===== config.mk =====
export PLATFORM = sky130hd
export DESIGN_NAME = shift_sub_divider
export DESIGN_NICKNAME = d
export VERILOG_FILES = /design/src/rtl/shift_sub_divider.sv
export SDC_FILE = /design/constraint.sdc
export NUM_CORES = 1
export LEC_CHECK = 0
export ABC_CLOCK_PERIOD_IN_PS = 5000
export BUFFER_PORTS_ARGS = -buffer_cell sky130_fd_sc_hd__buf_4
export CORE_AREA = 4 4 178 180
export DETAILED_ROUTE_END_ITERATION = 12
export DIE_AREA = 0 0 182 184
export PLACE_DENSITY = 0.59
export SLEW_MARGIN = 20
export SYNTH_ARGS = -nofsm -noshare
export SYNTH_HDL_FRONTEND = slang
export SYNTH_SLANG_ARGS = --single-unit

===== constraint.sdc =====
create_clock -name clk -period 5 [get_ports clk]
set_clock_uncertainty 0.1 [all_clocks]
set_input_delay 1.5 -clock clk [delete_from_list [all_inputs] [get_ports clk]]
set_output_delay 1.5 -clock clk [all_outputs]
set_load 0.005 [all_outputs]

===== src/rtl/shift_sub_divider.sv =====
// shift_sub_divider: restoring shift-subtract divider, one quotient bit per clock.
// Serves DIV/DIVU/REM/REMU with RISC-V divide-by-zero and signed-overflow results.
//
//   state | meaning
//   IDLE  | waiting for start; operands captured on the accept edge
//   CALC  | one shift-subtract step per cycle, W cycles in total
//   DONE  | result valid on the outputs until start drops
module shift_sub_divider #(
    parameter int OPERAND_WIDTH = 32
) (
    input  logic                     clk,
    input  logic                     rst_n,
    input  logic                     move_flush,
    input  logic                     start,
    input  logic                     div_signed,
    input  logic [OPERAND_WIDTH-1:0] a,
    input  logic [OPERAND_WIDTH-1:0] b,
    output logic [OPERAND_WIDTH-1:0] quotient,
    output logic [OPERAND_WIDTH-1:0] remainder,
    output logic                     done
);

    localparam int W  = OPERAND_WIDTH;
    localparam int CW = $clog2(OPERAND_WIDTH);
    localparam logic [W-1:0]  MIN_NEG  = {1'b1, {(W-1){1'b0}}};
    localparam logic [CW-1:0] CNT_LAST = CW'(OPERAND_WIDTH - 1);

    typedef enum logic [1:0] {
        ST_IDLE = 2'd0,
        ST_CALC = 2'd1,
        ST_DONE = 2'd2
    } state_t;

    state_t          r_state;
    state_t          w_next;

    logic [W-1:0]    r_dvd;
    logic [W-1:0]    r_dvsr;
    // Partial remainder is always below the divisor after a step, so W bits hold it;
    // the extra bit only exists transiently in w_rem_sh.
    logic [W-1:0]    r_rem;
    logic [W-1:0]    r_quot;
    logic [CW-1:0]   r_cnt;
    logic            r_neg_q;
    logic            r_neg_r;

    logic [W-1:0]    w_abs_a;
    logic [W-1:0]    w_abs_b;
    logic            w_b_zero;
    logic            w_ovf;
    logic [W:0]      w_rem_sh;
    logic [W-1:0]    w_sub;
    logic            w_ge;
    logic            w_last;

    // Magnitude of the most negative value stays 1<<(W-1) when read as unsigned.
    assign w_abs_a  = (div_signed && a[W-1]) ? (~a + 1'b1) : a;
    assign w_abs_b  = (div_signed && b[W-1]) ? (~b + 1'b1) : b;
    assign w_b_zero = (b == '0);
    assign w_ovf    = div_signed && (a == MIN_NEG) && (b == '1);

    assign w_rem_sh = {r_rem, r_dvd[W-1]};
    assign w_ge     = (w_rem_sh >= {1'b0, r_dvsr});
    // Low W bits of the difference are exact whenever w_ge holds.
    assign w_sub    = w_rem_sh[W-1:0] - r_dvsr;
    assign w_last   = (r_cnt == CNT_LAST);

    // State register; flush squashes any in-flight operation.
    always_ff @(posedge clk or negedge rst_n) begin
        if (!rst_n) begin
            r_state <= ST_IDLE;
        end else if (move_flush) begin
            r_state <= ST_IDLE;
        end else begin
            r_state <= w_next;
        end
    end

    // Next-state decode and done flag.
    always_comb begin
        w_next = r_state;
        done   = 1'b0;
        case (r_state)
            ST_IDLE: begin
                if (start) begin
                    w_next = (w_b_zero || w_ovf) ? ST_DONE : ST_CALC;
                end
            end
            ST_CALC: begin
                if (w_last) begin
                    w_next = ST_DONE;
                end
            end
            ST_DONE: begin
                done = 1'b1;
                if (!start) begin
                    w_next = ST_IDLE;
                end
            end
            default: w_next = ST_IDLE;
        endcase
    end

    // Operand capture, special-case results and the shift-subtract datapath.
    always_ff @(posedge clk or negedge rst_n) begin
        if (!rst_n) begin
            r_dvd   <= '0;
            r_dvsr  <= '0;
            r_rem   <= '0;
            r_quot  <= '0;
            r_cnt   <= '0;
            r_neg_q <= 1'b0;
            r_neg_r <= 1'b0;
        end else if (move_flush) begin
            r_dvd   <= '0;
            r_dvsr  <= '0;
            r_rem   <= '0;
            r_quot  <= '0;
            r_cnt   <= '0;
            r_neg_q <= 1'b0;
            r_neg_r <= 1'b0;
        end else begin
            case (r_state)
                ST_IDLE: begin
                    if (start) begin
                        r_cnt   <= '0;
                        r_neg_q <= 1'b0;
                        r_neg_r <= 1'b0;
                        r_dvd   <= '0;
                        r_dvsr  <= '0;
                        if (w_b_zero) begin
                            r_quot <= '1;
                            r_rem  <= a;
                        end else if (w_ovf) begin
                            r_quot <= a;
                            r_rem  <= '0;
                        end else begin
                            r_quot  <= '0;
                            r_rem   <= '0;
                            r_dvd   <= w_abs_a;
                            r_dvsr  <= w_abs_b;
                            r_neg_q <= div_signed && (a[W-1] ^ b[W-1]);
                            r_neg_r <= div_signed && a[W-1];
                        end
                    end
                end
                ST_CALC: begin
                    r_rem  <= w_ge ? w_sub : w_rem_sh[W-1:0];
                    r_dvd  <= {r_dvd[W-2:0], 1'b0};
                    r_quot <= {r_quot[W-2:0], w_ge};
                    r_cnt  <= r_cnt + 1'b1;
                end
                ST_DONE: begin
                    if (!start) begin
                        r_cnt <= '0;
                    end
                end
                default: ;
            endcase
        end
    end

    // Sign fixup from registered flags; negating zero yields zero.
    assign quotient  = (r_state == ST_DONE) ? (r_neg_q ? (~r_quot + 1'b1) : r_quot) : '0;
    assign remainder = (r_state == ST_DONE) ? (r_neg_r ? (~r_rem + 1'b1) : r_rem) : '0;

endmodule


Word level (Yosys, flattened, before mapping)
Index checks and enable logic that the tools add are counted.
{ "totals": {"register_bits": 137, "inputBits": 69, "word_cells": 91} }
{ "classes": {"addsub": 6, "order_cmp": 1, "eq_ne": 8, "mux": 47, "n_bitwise": 5, "reduce_logical": 16} }
{ "ops": {"columns": ["cell", "count"], "rows": [
  ["$mux 32", 23],
  ["$pmux 32 s2", 3],
  ["$add 32x1->32 const B", 4],
  ["$not 32->32", 4],
  ["$eq 32x32->1 const B", 2],
  ["$ge 33x32->1", 1],
  ["$logic_not 32->1", 1],
  ["$sub 32x32->32", 1],
  ["$mux 5", 3],
  ["$pmux 5 s3", 1],
  ["$mux 1", 11],
  ["$mux 2", 5],
  ["$ne 3x3->1 const B", 3],
  ["$pmux 2 s3", 1],
  ["$reduce_and 3->1", 2],
  ["$add 5x1->5 const B", 1],
  ["$eq 5x5->1 const B", 1],
  ["$logic_and 1x1->1", 5],
  ["$reduce_and 2->1", 2],
  ["$reduce_bool 2->1", 2],
  ["$reduce_bool 4->1", 1],
  ["$reduce_bool 3->1", 1],
  ["$eq 2x1->1 const B", 1],
  ["$eq 2x2->1 const B", 1],
  ["3 further kinds", 3]
]} }

Logic depth before layout (Yosys ltp)
Gate-level depths: netlist of run 1.
{ "depth": {"depth_word": 8, "mapped_depth": 14, "ltp_nobuf": 14} }

Worst setup path before layout of run 1
No wires, ideal clock.
{ "synth_path": {"path_kind": "register to output", "startpoint": "register r_rem[5]", "endpoint": "output remainder[28]", "arrival_ps": 3106, "slack_ps": 294, "stages_incl_launch_ff": 11, "path_buffers": 0, "cell_sequence": "dfrtp_1 -> or3_4 -> or3_4 -> nand2b_4 -> or4_4 -> nand2b_4 -> or4_4 -> or3_4 -> o31ai_4 -> xor2_1 -> nor2_1"} }
{ "synth_between": {"elab_chain_cells": 4} }
{ "synth_lines": {"columns": ["item", "line_no", "source"], "rows": [
  ["start, declared", "41", "logic [W-1:0] r_rem;"],
  ["start signal, assigned", "148", "r_rem <= w_ge ? w_sub : w_rem_sh[W-1:0];"],
  ["$not 32->32", "165", "assign remainder = (r_state == ST_DONE) ? (r_neg_r ? (~r_rem + 1'b1) : r_rem) : '0;"],
  ["$add 32x1->32", "165", null],
  ["$mux 32 (2 in series)", "165", null],
  ["end, declared", "19", "output logic [OPERAND_WIDTH-1:0] remainder,"]
]} }
Every way passes these cells.

Worst setup path after layout of run 1
{ "layout_path": {"startpoint": "register r_rem[5]", "endpoint": "output remainder[26]"} }
The elaborated chain is that of the path after synthesis.

==> summary.md, run 1 <==
| Metric | Value |
|---|---|
| Status | complete, but fails checks |
| Violated checks | negative setup slack |
| Max cap viols | 0 |
| Seq/Total Area, Yosys | 32.8% |
| Die footprint | 33500 µm² |
| Most area-hungry cell type in the Yosys netlist | dfrtp_1 |
| Count leader, synth | nor2_1 |
| Syn Inst Count | 1320 |
| Power share of the clock group | 26.4% |
| Post-synthesis compound-gate area fraction | around a quarter |
| Hold EP | r_dvsr[23]$_DFFE_PN0P_ |
| Worst Reg-to-Reg Cells | 14 |
| Slowest CP cell | or4_4 |
| Worst path bufs/invs | 2 |
| Static Leak | 5.56 nW |
| Hold Vio Cnt, Final | 0 |
| RR Startpoint | r_dvd[31]$_DFFE_PN0P_ |
| Iter 0 DRT Violations | 843 |
| Most used cell, CP | or3_4 |
| Num ports | 134 |
| Synth Warn # | 0 |
| Worst-path cell chain | or3_4 -> or3_4 -> nand2b_4 -> or4_4 -> nand2b_4 -> or4_4 -> or3_4 -> buf_4 -> nand2_2 -> xor2_1 -> nor2_1 -> buf_4 |
| Type of the worst setup path | reg -> out |
| Hold WC Path Type | reg -> reg |
| Num CTS Buffers | 17 |
| Clk pin slew, worst setup/hold paths | 0.06 ns |
| CP peak stage delay | 0.46 ns |
| Fin crit share | 107% |
| Initial Util | 34.6% |
| Largest family of logic cells by synthesized area | compound AO/OA/AOI/OAI gates |
| Hold-fix buffers at CTS | 0 |
| Internal cell power | 2.80 mW |
| Hold Path Depth | 2 |
| Sequential cell area | 3430 µm² |
| Post-DP HPWL | 24600 µm |
| Post-Place Cells | around 1800 |
| CTS sink count | 137 |
| Width of the die | around 180 µm |
| Synth unique cells | 64 |
| Hold_sp | r_dvsr[23]$_DFFE_PN0P_ |
| Final WL | 32800 µm |
| Crit path max fanout | 3 |
| Sw Pwr | around 1.9 mW |
| NumNets Final | 1552 |
| Design area | 12800 µm² |
| Finish-stage setup viols | 8 |
| Worst slew margin | 28.8% |
| H-tree depth | 4 |
| Top cell type's share of synthesized area | between 30% and 40% |
| Synthesized area | 10500 µm² |
| First-pass GRT wire length | 52300 µm |
| Crit path arrival time | 3.73 ns |
| Longest Clk Path Bufs | 2 |
| Synth Area per Inst | roughly 7.9 µm² |
| Clock Latency Late Sink | 0.44 ns |
| Filler cells | roughly 3100 |
| Final Max Tran Viols | 0 |
| Detail Route Antenna Nets | 0 |
| Post-synth EDFFs | 0 |
| Share of layout cells above drive strength 1 | 18.0% |
| Post-synth ARST share | 100% |
| Die Ht | 184 µm |
| Seq pwr share | 29.8% |
| Cell Pwr Density | about 370 nW/µm² |
| Port buffer count | 133 |
| Post-route minimum period | around 5.3 ns |
| Flop2flop setup slack | 1.07 ns |
| Placed Instance Area | about 12000 µm² |
| Adder-cell share of the synthesized area | 4.86% |
| Dominant cells by area after synthesis | dfrtp_1, xor2_1, o21ai_0, nor2_1, ha_1 |
| Synth Area in XOR/XNOR | about 12% |
| Vias per cell | 5.41 |
| Via count | 10000 |
| GRT Residual Overflow | 0 |
| Diode count | 0 |
| Area of the multi-input gates | 6760 µm² |
| WP data required | about 3.4 ns |
| Slew @ Worst Pin | around 1.1 ns |
| Max IR drop VDD | ~0.3 mV |
| Initial antenna violation count | 0 |
| Crit end category | primary output |
| GRT Util Overall | about a fifth |
| Num rows | 64 |
| Largest net degree at the start of global routing | slightly above 100 |
| TritonRoute pass-1 iters | 5 |
| Core area | 30200 µm² |
| Net Sw Frac | 40.0% |
| Final worst-path setup slack | -0.331 ns |
| Worst r2r dst | r_rem[30]$_DFFE_PN0P_ |
| Via count of the first global-routing pass | 9750 |
| Area Growth Syn to Fin | 22.2% |
| Yosys reg bits | around 140 |
| Power, Total | approximately 4.7 mW |
| Most frequent cells after synthesis | nor2_1, o21ai_0, dfrtp_1, nand2_1, xor2_1 |
| Crit start category | flop |
| Final non-filler cell total | 1852 |
| Per-cell routed wire length | 17.7 µm |
| Ys flop type | dfrtp_1 |
| RSZ-0062 raised after global routing | yes |
| DRC viols | 0 |
| Synth Area in Simple Gates | 19.8% |
| Crit path max-delay family | simple AND/OR/NAND/NOR gates |
| Max frequency | 0.188 GHz |
| Mux cell area share after synthesis | 2.07% |
| Combinational Power Share | 43.8% |
| Syn nets | 1429 |
| Gp weighted congestion | 0.917 |
| CTS tree | built |
| Clk root buf | clkbuf_16 |
-- layout by cell type, fill, tap and decap left out, types with 9 or more instances in the layout --
cell type  netlist  final
a21oi_1         74     72
inv_1           55     53
a21o_1          11     11
a22oi_1         53     53
xor2_1          98     97
o21ai_0        167    164
o31ai_1         26     23
nand4_1         13     13
or3_1           15     14
nand3_1         12     11
a211oi_1        10     10
mux2i_1         16     16
dfrtp_1        137    136
ha_1            39     38
buf_4            0    172
nor2b_1          9      9
xnor2_1         46     46
clkbuf_16        0     17
nor3_1          21     20
nor2_1         179    175
nor4_1          10      9
nand2_1        125    124
-- kinds of logic (layout without fill, tap and decap cells) --
kind of cell	count (synthesis)	after routing
AO/OA/AOI/OAI	407	407
flip-flops	137	137
multiplexers	21	21
adder cells (fa/ha/maj)	40	40
XOR/XNOR	144	144
AND/OR/NAND/NOR	446	446
buffers and inverters	125	261
-- final cells by class --
cell class | instances | area share (%)
Inverter | 55 | 1.62
Multi-Input combinational cell | 1058 | 52.9
Sequential cell | 137 | 26.8
Timing Repair Buffer | 174 | 10.3
Tap cell | 396 | 3.88
Clock buffer | 18 | 3.44
Clock inverter | 14 | 0.969
-- what timing repair did --
| action | 4_1_cts | 5_1_grt |
|---|---|---|
| setup endpoints to repair | 14 | 16 |
| resized for setup | 18 | 19 |
| buffers inserted | 8 | 1 |
| pin swaps | 3 | 6 |
-- sequential cells by signal, indices dropped and copies added, names as in the netlist --
| register | count |
|---|---|
| r_quot | 32 |
| r_neg_q | 1 |
| r_dvsr | 32 |
| r_neg_r | 1 |
| r_dvd | 32 |
| r_rem | 32 |
| r_state | 2 |
| r_cnt | 5 |
-- layer usage --
| metal | vias up | wire (µm) | part of all wire, % | track usage, % |
|---|---|---|---|---|
| met5 | - | 0 | 0 | 0 |
| met4 | 0 | 1140 | 3.5 | 7.57 |
| met3 | 56 | 1840 | 5.6 | 3.19 |
| met2 | 321 | 14200 | 43 | 29.4 |
| met1 | 4724 | 15600 | 48 | 27.4 |
| li1 | 4925 | - | - | - |
-- power groups by stage --
stage,logic [mW],registers (mW),clock network [mW]
floorplan,1.37,1.34,0
global placement,1.86,1.39,0
detailed placement,1.87,1.40,0
CTS,1.99,1.38,1.25
global route,2.26,1.41,1.30
finish,2.05,1.39,1.23
-- worst register-to-register path, delay by kind of cell, from the launching register on --
kind                     cells  cell delay [ns]
XOR/XNOR                     1             0.13
AND/OR/NAND/NOR              1             0.14
flip-flops                   1             0.43
multiplexers                 1             0.28
buffers and inverters        2             0.14
AO/OA/AOI/OAI                7             2.05
adder cells (fa/ha/maj)      2             0.59
-- through the flow --
stage               TNS (ns)  setup slack, ns  hold slack, ns  utilization [%]
finish                 -1.79           -0.331           0.376             42.3
global route           -3.02           -0.467           0.403             42.3
CTS                    -2.12           -0.356           0.385             42.0
detailed placement         0          0.00649           0.371             39.7
global placement           0           0.0561           0.361             39.7
floorplan                  0            0.294           0.350                -
-- how the worst max path moves through the flow --
stage                     slack (ns)            end                 start  cells past startpoint
final                          -0.33  remainder[26]  r_rem[5]$_DFFE_PN0P_                     12
after global routing           -0.47  remainder[30]  r_rem[5]$_DFFE_PN0P_                     11
after CTS                      -0.36  remainder[30]  r_rem[5]$_DFFE_PN0P_                     11
after global placement          0.06  remainder[28]  r_rem[5]$_DFFE_PN0P_                     11
after floorplan                 0.29  remainder[28]  r_rem[5]$_DFFE_PN0P_                     10
after detailed placement       0.006  remainder[30]  r_rem[5]$_DFFE_PN0P_                     11
Note: power is estimated with default switching activity, not from simulation.
==> inputs of run 2 (changes only) <==
--- a/config.mk
+++ b/config.mk
@@ -11,6 +11,7 @@
 export DETAILED_ROUTE_END_ITERATION = 12
 export DIE_AREA = 0 0 182 184
 export PLACE_DENSITY = 0.59
+export REMOVE_ABC_BUFFERS = 1
 export SLEW_MARGIN = 20
 export SYNTH_ARGS = -nofsm -noshare
 export SYNTH_HDL_FRONTEND = slang
==> run 2 against run 1 <==
The flow still finishes with violations (negative setup slack). Final cell count is 0.32% higher. Combinational power is 3% higher. Non-clock buffer count is 6 higher. First-iteration DRC count is 15% lower. Via count is 0.43% lower. Total power is 3.6% higher. Sequential share of layout area is 0.31 points lower. Flip-flop and latch count stayed put. Critical path depth is 1 lower. Core utilization is 0.54 points higher. Worst setup slack better by 0.014 ns. Fmax is 0.26% higher. Critical path type unchanged. Largest cell class unchanged. Highest routed layer unchanged.
==> summary.md, run 2 (same netlist as run 1, synthesis figures left out) <==
| Metric | Value |
|---|---|
| Pre-CTS setup slack | 0.0660 ns (+0.0595 ns) |
| Max IR drop VDD | 0.263 mV (-14%) |
| H-tree depth | 4 (unchanged) |
| Via count | 9983 (-0.43%) |
| Core area | 30200 µm² (unchanged) |
| Die footprint | 33500 µm² (unchanged) |
| Final WL | 32100 µm (-2.2%) |
| First-pass GRT wire length | 50700 µm (-3.2%) |
| Iter 0 DRT Violations | 719 (-15%) |
| Design area | 12900 µm² (+1.3%) |
| Hold Vio Cnt, Final | 0 (unchanged) |
| Initial antenna violation count | 0 (unchanged) |
| Crit path arrival time | 3.72 ns (about the same) |
| Filler cells | 3028 (-1.1%) |
| Diode count | 0 (unchanged) |
| Most Crowded Layer GR | met2 |
| Worst-path cell chain | or3_4 -> or3_4 -> nand2b_4 -> or4_4 -> nand2b_4 -> or4_4 -> or3_4 -> o31ai_4 -> xor2_1 -> nor2_1 -> buf_4 |
| Type of the worst setup path | reg -> out |
| Per-cell routed wire length | 17.3 µm (-2.5%) |
| Crit end category | primary output |
| Num CTS Buffers | 17 (unchanged) |
| Internal cell power | 2.98 mW (+6.3%) |
| Final Max Tran Viols | 0 (unchanged) |
| Hold WC Path Type | reg -> reg |
| Met1 usage in global routing | 24.4% (-3.0 points) |
| Clk pin slew, worst setup/hold paths | 0.06 ns (about the same) |
| Share of layout cells above drive strength 1 | 18.9% (+0.88 points) |
| Post-DP HPWL | 23800 µm (-3.1%) |
| Power share of the clock group | 27.6% (+1.2 points) |
| TritonRoute pass-1 iters | 6 (+1) |
| Crit start category | flop |
| Crit path max-delay family | simple AND/OR/NAND/NOR gates |
| Clock Latency Late Sink | 0.43 ns (about the same) |
| CTS sink count | 137 (unchanged) |
| Violated checks | negative setup slack |
| Die Ht | 184 µm (unchanged) |
| Met2 GRT Util | 32.0% (+2.6 points) |
| Initial Util | 34.6% (unchanged) |
| Worst slew margin | 26.8% (-1.9 points) |
| RSZ-0062 raised after global routing | yes |
| GRT Residual Overflow | 0 (unchanged) |
| Max frequency | 0.188 GHz (+0.26%) |
| CP peak stage delay | 0.44 ns (-0.02 ns) |
| Width of the die | 182 µm (unchanged) |
| Port buffer count | 133 (unchanged) |
| Most used cell, CP | or3_4 |
| Via count of the first global-routing pass | 9634 (-1.2%) |
| Area Growth Syn to Fin | 23.8% |
| Status | complete, but fails checks |
| Cell Pwr Density | 374 nW/µm² (+2.3%) |
| Combinational Power Share | 43.7% (about the same) |
| Commonest non-fill, non-tap cell in the layout | nor2_1 |
| Vias per cell | 5.37 (-0.75%) |
| Slew @ Worst Pin | 1.10 ns (+0.0291 ns) |
| Fin crit share | 106% (-0.28 points) |
| Hold-fix buffers at CTS | 0 (unchanged) |
| Num rows | 64 (unchanged) |
| Longest Clk Path Bufs | 2 (unchanged) |
| NumNets Final | 1558 (+0.39%) |
| Final worst-path setup slack | -0.317 ns (+0.0139 ns) |
| Largest net degree at the start of global routing | 72 (-29%) |
| Gp weighted congestion | 0.912 (-0.61%) |
| Post-route minimum period | 5.32 ns (-0.0139 ns) |
| DRC viols | 0 (unchanged) |
| CTS tree | built |
| Num ports | 134 (unchanged) |
| Crit path max fanout | 3 (unchanged) |
| Worst path bufs/invs | 1 (-1) |
| Max cap viols | 0 (unchanged) |
| Detail Route Antenna Nets | 0 (unchanged) |
| Finish-stage setup viols | 8 (unchanged) |
| Static Leak | 5.60 nW (+0.86%) |
| Most frequent cells in the layout | nor2_1, buf_4, o21ai_0, dfrtp_1, nand2_1 |
| WP data required | 3.40 ns (about the same) |
| Clk root buf | clkbuf_16 |
| Placed Instance Area | 12000 µm² (unchanged) |
| Net Sw Frac | 38.4% (-1.5 points) |
| Met3 GRT Util | 2.67% (-0.51 points) |
| Slowest CP cell | or4_4 |
| GRT Util Overall | 18.6% (-0.65 points) |
| Sw Pwr | 1.86 mW (-0.30%) |
| Seq pwr share | 28.7% (-1.1 points) |
run 2: cell type report:
type                       instances  area [µm²]  share of cell area, %
timing repair buffer             180        1380                   10.7
clock inverter                    13         170                   1.31
tap                              396         495                   3.83
sequential                       137        3430                   26.5
multi-input combinational       1058        6810                   52.6
inverter                          55         206                   1.59
clock buffer                      19         453                   3.50
run 2: power groups by stage:
| stage | Combinational (mW) | Clock (mW) | Sequential, mW |
|---|---|---|---|
| finish | 2.12 | 1.34 | 1.39 |
| global route | 2.32 | 1.41 | 1.41 |
| global placement | 1.82 | 0 | 1.39 |
| detailed placement | 1.84 | 0 | 1.39 |
| CTS | 1.96 | 1.36 | 1.38 |
| floorplan | 1.34 | 0 | 1.35 |
run 2: worst paths after layout:
| path | start | endpoint | slack (ns) | cells after the start |
|---|---|---|---|---|
| worst min register to register | r_dvsr[10]$_DFFE_PN0P_ | r_dvsr[10]$_DFFE_PN0P_ | 0.38 | 2 |
| worst min-delay path | r_dvsr[10]$_DFFE_PN0P_ | r_dvsr[10]$_DFFE_PN0P_ | 0.38 | 2 |
| worst max register to register | r_rem[6]$_DFFE_PN0P_ | r_rem[20]$_DFFE_PN0P_ | 1.09 | 12 |
| min in group asynchronous | rst_n | r_dvd[4]$_DFFE_PN0P_ | 0.99 | 1 |
| max in group asynchronous | rst_n | r_neg_r$_DFFE_PN0P_ | 2.84 | 2 |
| worst max-delay path | r_rem[5]$_DFFE_PN0P_ | remainder[28] | -0.32 | 11 |
run 2: worst reg2reg max path, cell delays in order, from the launching register on:
cell and delay (ns):
dfrtp_1 0.38, buf_4 0.17, ha_1 0.38, nand4_1 0.20
nor2_1 0.14, o21a_1 0.18, o2111ai_1 0.16, a2111oi_0 0.81
o211a_1 0.34, nor2_4 0.16, buf_4 0.24, or3b_1 0.38
a31oi_1 0.19
run 2: stage by stage:
step | hold slack (ns) | power, mW | utilization, % | std cells | TNS [ns]
2_1_floorplan | 0.350 | 2.70 | - | 1250 | -18.87
3_3_place_gp | 0.361 | 3.21 | 39.7 | 1811 | 0
3_5_place_dp | 0.373 | 3.23 | 39.7 | 1811 | 0
4_1_cts | 0.386 | 4.70 | 42.2 | 1849 | -1.95
5_1_grt | 0.409 | 5.14 | 42.9 | 1858 | -2.79
6_report | 0.379 | 4.84 | 42.9 | 1858 | -1.59
run 2: metal layers:
layer / vias up / share of wire (%) / wire [µm]
met5: - / 0 / 0
li1: 4955 / - / -
met1: 4700 / 45 / 14600
met4: 0 / 2.4 / 754
met3: 47 / 4.7 / 1500
met2: 281 / 48 / 15300
run 2: timing repair:
action / CTS / global route
setup endpoints to repair: 14 / 16
buffers inserted: 6 / 10
gates resized for setup: 21 / 31
hold endpoints to repair: 0 / 0
pin swaps: 8 / 9
==> inputs of run 3 (changes only) <==
--- a/config.mk
+++ b/config.mk
@@ -5,11 +5,11 @@
 export SDC_FILE = /design/constraint.sdc
 export NUM_CORES = 1
 export LEC_CHECK = 0
-export ABC_CLOCK_PERIOD_IN_PS = 5000
+export ABC_CLOCK_PERIOD_IN_PS = 4800
 export BUFFER_PORTS_ARGS = -buffer_cell sky130_fd_sc_hd__buf_4
-export CORE_AREA = 4 4 178 180
+export CORE_AREA = 2 2 176 178
 export DETAILED_ROUTE_END_ITERATION = 12
-export DIE_AREA = 0 0 182 184
+export DIE_AREA = 0 0 178 180
 export PLACE_DENSITY = 0.59
 export REMOVE_ABC_BUFFERS = 1
 export SLEW_MARGIN = 20
==> constraint.sdc (replaced) <==
create_clock -name clk -period 4.8 [get_ports clk]
set_clock_uncertainty 0.1 [all_clocks]
set_input_delay 1.44 -clock clk [delete_from_list [all_inputs] [get_ports clk]]
set_output_delay 1.44 -clock clk [all_outputs]
set_load 0.005 [all_outputs]
==> run 3 against run 2 <==
The flow still finishes with violations (negative setup slack). Clock power grew 5%. Critical path depth is the same. Total power grew 2.4%. Flip-flop and latch count is the same. Sequential share of layout area is essentially flat. Largest power group unchanged. Highest routed layer unchanged.
==> summary.md, run 3 (same netlist as run 1, synthesis figures left out) <==
| Metric | Value |
|---|---|
| Status | complete, but fails checks |
| Violated checks | negative setup slack |
| Gp weighted congestion | 0.911 (about the same) |
| Via count | 9914 (-0.69%) |
| Die footprint | 32000 µm² (-4.3%) |
| Final Max Tran Viols | 0 (unchanged) |
| Iter 0 DRT Violations | 626 (-13%) |
| Per-cell routed wire length | 16.8 µm (-2.6%) |
| CP peak stage delay | 0.44 ns (about the same) |
| Num rows | 64 (unchanged) |
| Slowest CP cell | or4_4 |
| Most frequent cells in the layout | buf_4, nor2_1, o21ai_0, dfrtp_1, nand2_1 |
| Hold WC Path Type | reg -> reg |
| Hold Vio Cnt, Final | 0 (unchanged) |
| Clk root buf | clkbuf_16 |
| WP data required | 3.26 ns (-0.14 ns) |
| Via count of the first global-routing pass | 9640 (+0.062%) |
| Pre-CTS setup slack | -0.0713 ns (-0.137 ns) |
| Width of the die | 178 µm (-2.2%) |
| GRT Residual Overflow | 0 (unchanged) |
| Crit end category | primary output |
| Area Growth Syn to Fin | 23.4% |
| Largest net degree at the start of global routing | 68 (-5.6%) |
| Num ports | 134 (unchanged) |
| Initial Util | 34.6% (unchanged) |
| Flop2flop setup slack | 0.83 ns (-0.26 ns) |
| Crit start category | flop |
| TritonRoute pass-1 iters | 5 (-1) |
| Crit path max-delay family | simple AND/OR/NAND/NOR gates |
| Initial antenna violation count | 0 (unchanged) |
| Clk pin slew, worst setup/hold paths | 0.06 ns (about the same) |
| Worst slew margin | 21.4% (-5.5 points) |
| Hold-fix buffers at CTS | 0 (unchanged) |
| Type of the worst setup path | reg -> out |
| Worst Reg-to-Reg Cells | 13 (+1) |
| Max frequency | approximately 0.19 GHz |
| Final worst-path setup slack | -0.472 ns (-0.155 ns) |
| H-tree depth | 4 (unchanged) |
| Cell Pwr Density | 384 nW/µm² (+2.7%) |
| Static Leak | 5.61 nW (+0.15%) |
| Detail Route Antenna Nets | 0 (unchanged) |
| Final non-filler cell total | 1858 (unchanged) |
| Crit path max fanout | 3 (unchanged) |
| Final WL | 31200 µm (-2.6%) |
| CTS sink count | 137 (unchanged) |
| Hold Path Depth | 2 (unchanged) |
| Port buffer count | 133 (unchanged) |
| Share of layout cells above drive strength 1 | 18.6% (-0.27 points) |
| Slew @ Worst Pin | 1.18 ns (+0.0821 ns) |
| Vias per cell | 5.34 (-0.69%) |
| Crit path arrival time | 3.73 ns (about the same) |
| Worst path bufs/invs | 1 (unchanged) |
| CTS tree | built |
| Most used cell, CP | or3_4 |
| Finish-stage setup viols | 11 (+3) |
| Post-Place Cells | 1816 (+0.28%) |
| RSZ-0062 raised after global routing | yes |
| Post-DP HPWL | 23400 µm (-1.7%) |
| Num CTS Buffers | 17 (unchanged) |
| NumNets Final | 1559 (+0.064%) |
| Max IR drop VDD | 0.283 mV (+7.7%) |
| Fin crit share | 110% |
| GRT Util Overall | 19.6% (+0.96 points) |
| Worst path depth | 11 (unchanged) |
| Max cap viols | 0 (unchanged) |
| Post-route minimum period | 5.27 ns |
| First-pass GRT wire length | 50400 µm (-0.61%) |
| Die Ht | 180 µm (-2.2%) |
| Post-layout util | 42.8% (-0.12 points) |
| Clock Latency Late Sink | 0.43 ns (about the same) |
| DRC viols | 0 (unchanged) |
| Diode count | 0 (unchanged) |
| Longest Clk Path Bufs | 2 (unchanged) |
| Core area | 30200 µm² (unchanged) |
| Worst-path cell chain | or3_4 -> or3_4 -> nand2b_4 -> or4_4 -> nand2b_4 -> or4_4 -> or3_4 -> o31ai_4 -> xor2_1 -> nor2_1 -> buf_4 |
| Commonest non-fill, non-tap cell in the layout | buf_4 |
[run 3: changes by cell type in the layout (fill, tap and decap cells not counted), moves of 2 or more]
cell / change
dfrtp_1: +3
nand2_2: -2
o31ai_1: +2
buf_6: -3
dfrtp_2: -3
nand2_1: +2
buf_4: +4
nor2_2: +2
nor2_1: -2
clkbuf_8: -2
[run 3: layout make-up]
class / instances / area [µm²]
inverters: 55 / 206
flip-flops and latches: 137 / 3430
repair buffers: 181 / 1380
multi-input cells: 1058 / 6780
clock inverters: 14 / 200
fillers: 3064 / 17300
well taps: 396 / 495
clock buffers: 17 / 425
[run 3: stage by stage]
stage | setup TNS, ns | hold slack (ns) | instance area [µm²] | total power [mW]
floorplan | -32.31 | 0.350 | 10200 | 2.81
global placement | -0.0851 | 0.362 | 12000 | 3.37
detailed placement | -0.199 | 0.372 | 12000 | 3.39
CTS | -2.89 | 0.387 | 12800 | 4.91
global route | -4.15 | 0.407 | 12900 | 5.28
finish | -2.44 | 0.380 | 12900 | 4.96
[run 3: report_power, final]
part           internal [mW]  switching [mW]  total [mW]
Clock                  0.870           0.541        1.41
Sequential              1.28           0.162        1.44
Combinational          0.928            1.17        2.10
Total                   3.08            1.88        4.96
[run 3: metal layers]
| metal | part of all wire, % | wire length (µm) | track usage, % | vias to the layer above |
|---|---|---|---|---|
| li1 | - | - | - | 4946 |
| met1 | 47 | 14600 | 26.4 | 4691 |
| met2 | 47 | 14600 | 32.0 | 237 |
| met3 | 3.8 | 1190 | 3.00 | 40 |
| met4 | 2.6 | 823 | 6.52 | 0 |
| met5 | 0 | 0 | 0 | - |
[run 3: worst reg2reg max path: stages (launching register included)]
cell	delay (ns)
dfrtp_1	0.38
buf_4	0.16
ha_1	0.29
nor2b_1	0.15
o31a_1	0.29
o21a_1	0.22
o2111ai_1	0.29
a2111oi_0	0.23
o211a_1	0.32
nor2_4	0.70
buf_4	0.37
nor2_1	0.07
a21oi_1	0.17
o21ai_0	0.09
[run 3: worst paths after layout]
kind / startpoint / to
min in group asynchronous: rst_n / r_dvd[3]$_DFFE_PN0P_
worst max register to register: r_rem[0]$_DFFE_PN0P_ / r_rem[7]$_DFFE_PN0P_
worst min register to register: r_dvsr[7]$_DFFE_PN0P_ / r_dvsr[7]$_DFFE_PN0P_
worst min-delay path: r_dvsr[7]$_DFFE_PN0P_ / r_dvsr[7]$_DFFE_PN0P_
worst max-delay path: r_rem[5]$_DFFE_PN0P_ / remainder[28]
max in group asynchronous: rst_n / r_dvsr[25]$_DFFE_PN0P_
[run 3: timing repair]
| action | CTS | global route |
|---|---|---|
| endpoints found under the setup margin | 17 | 16 |
| resized for setup | 26 | 14 |
| buffers inserted | 5 | 6 |
| pin swaps | 10 | 8 |
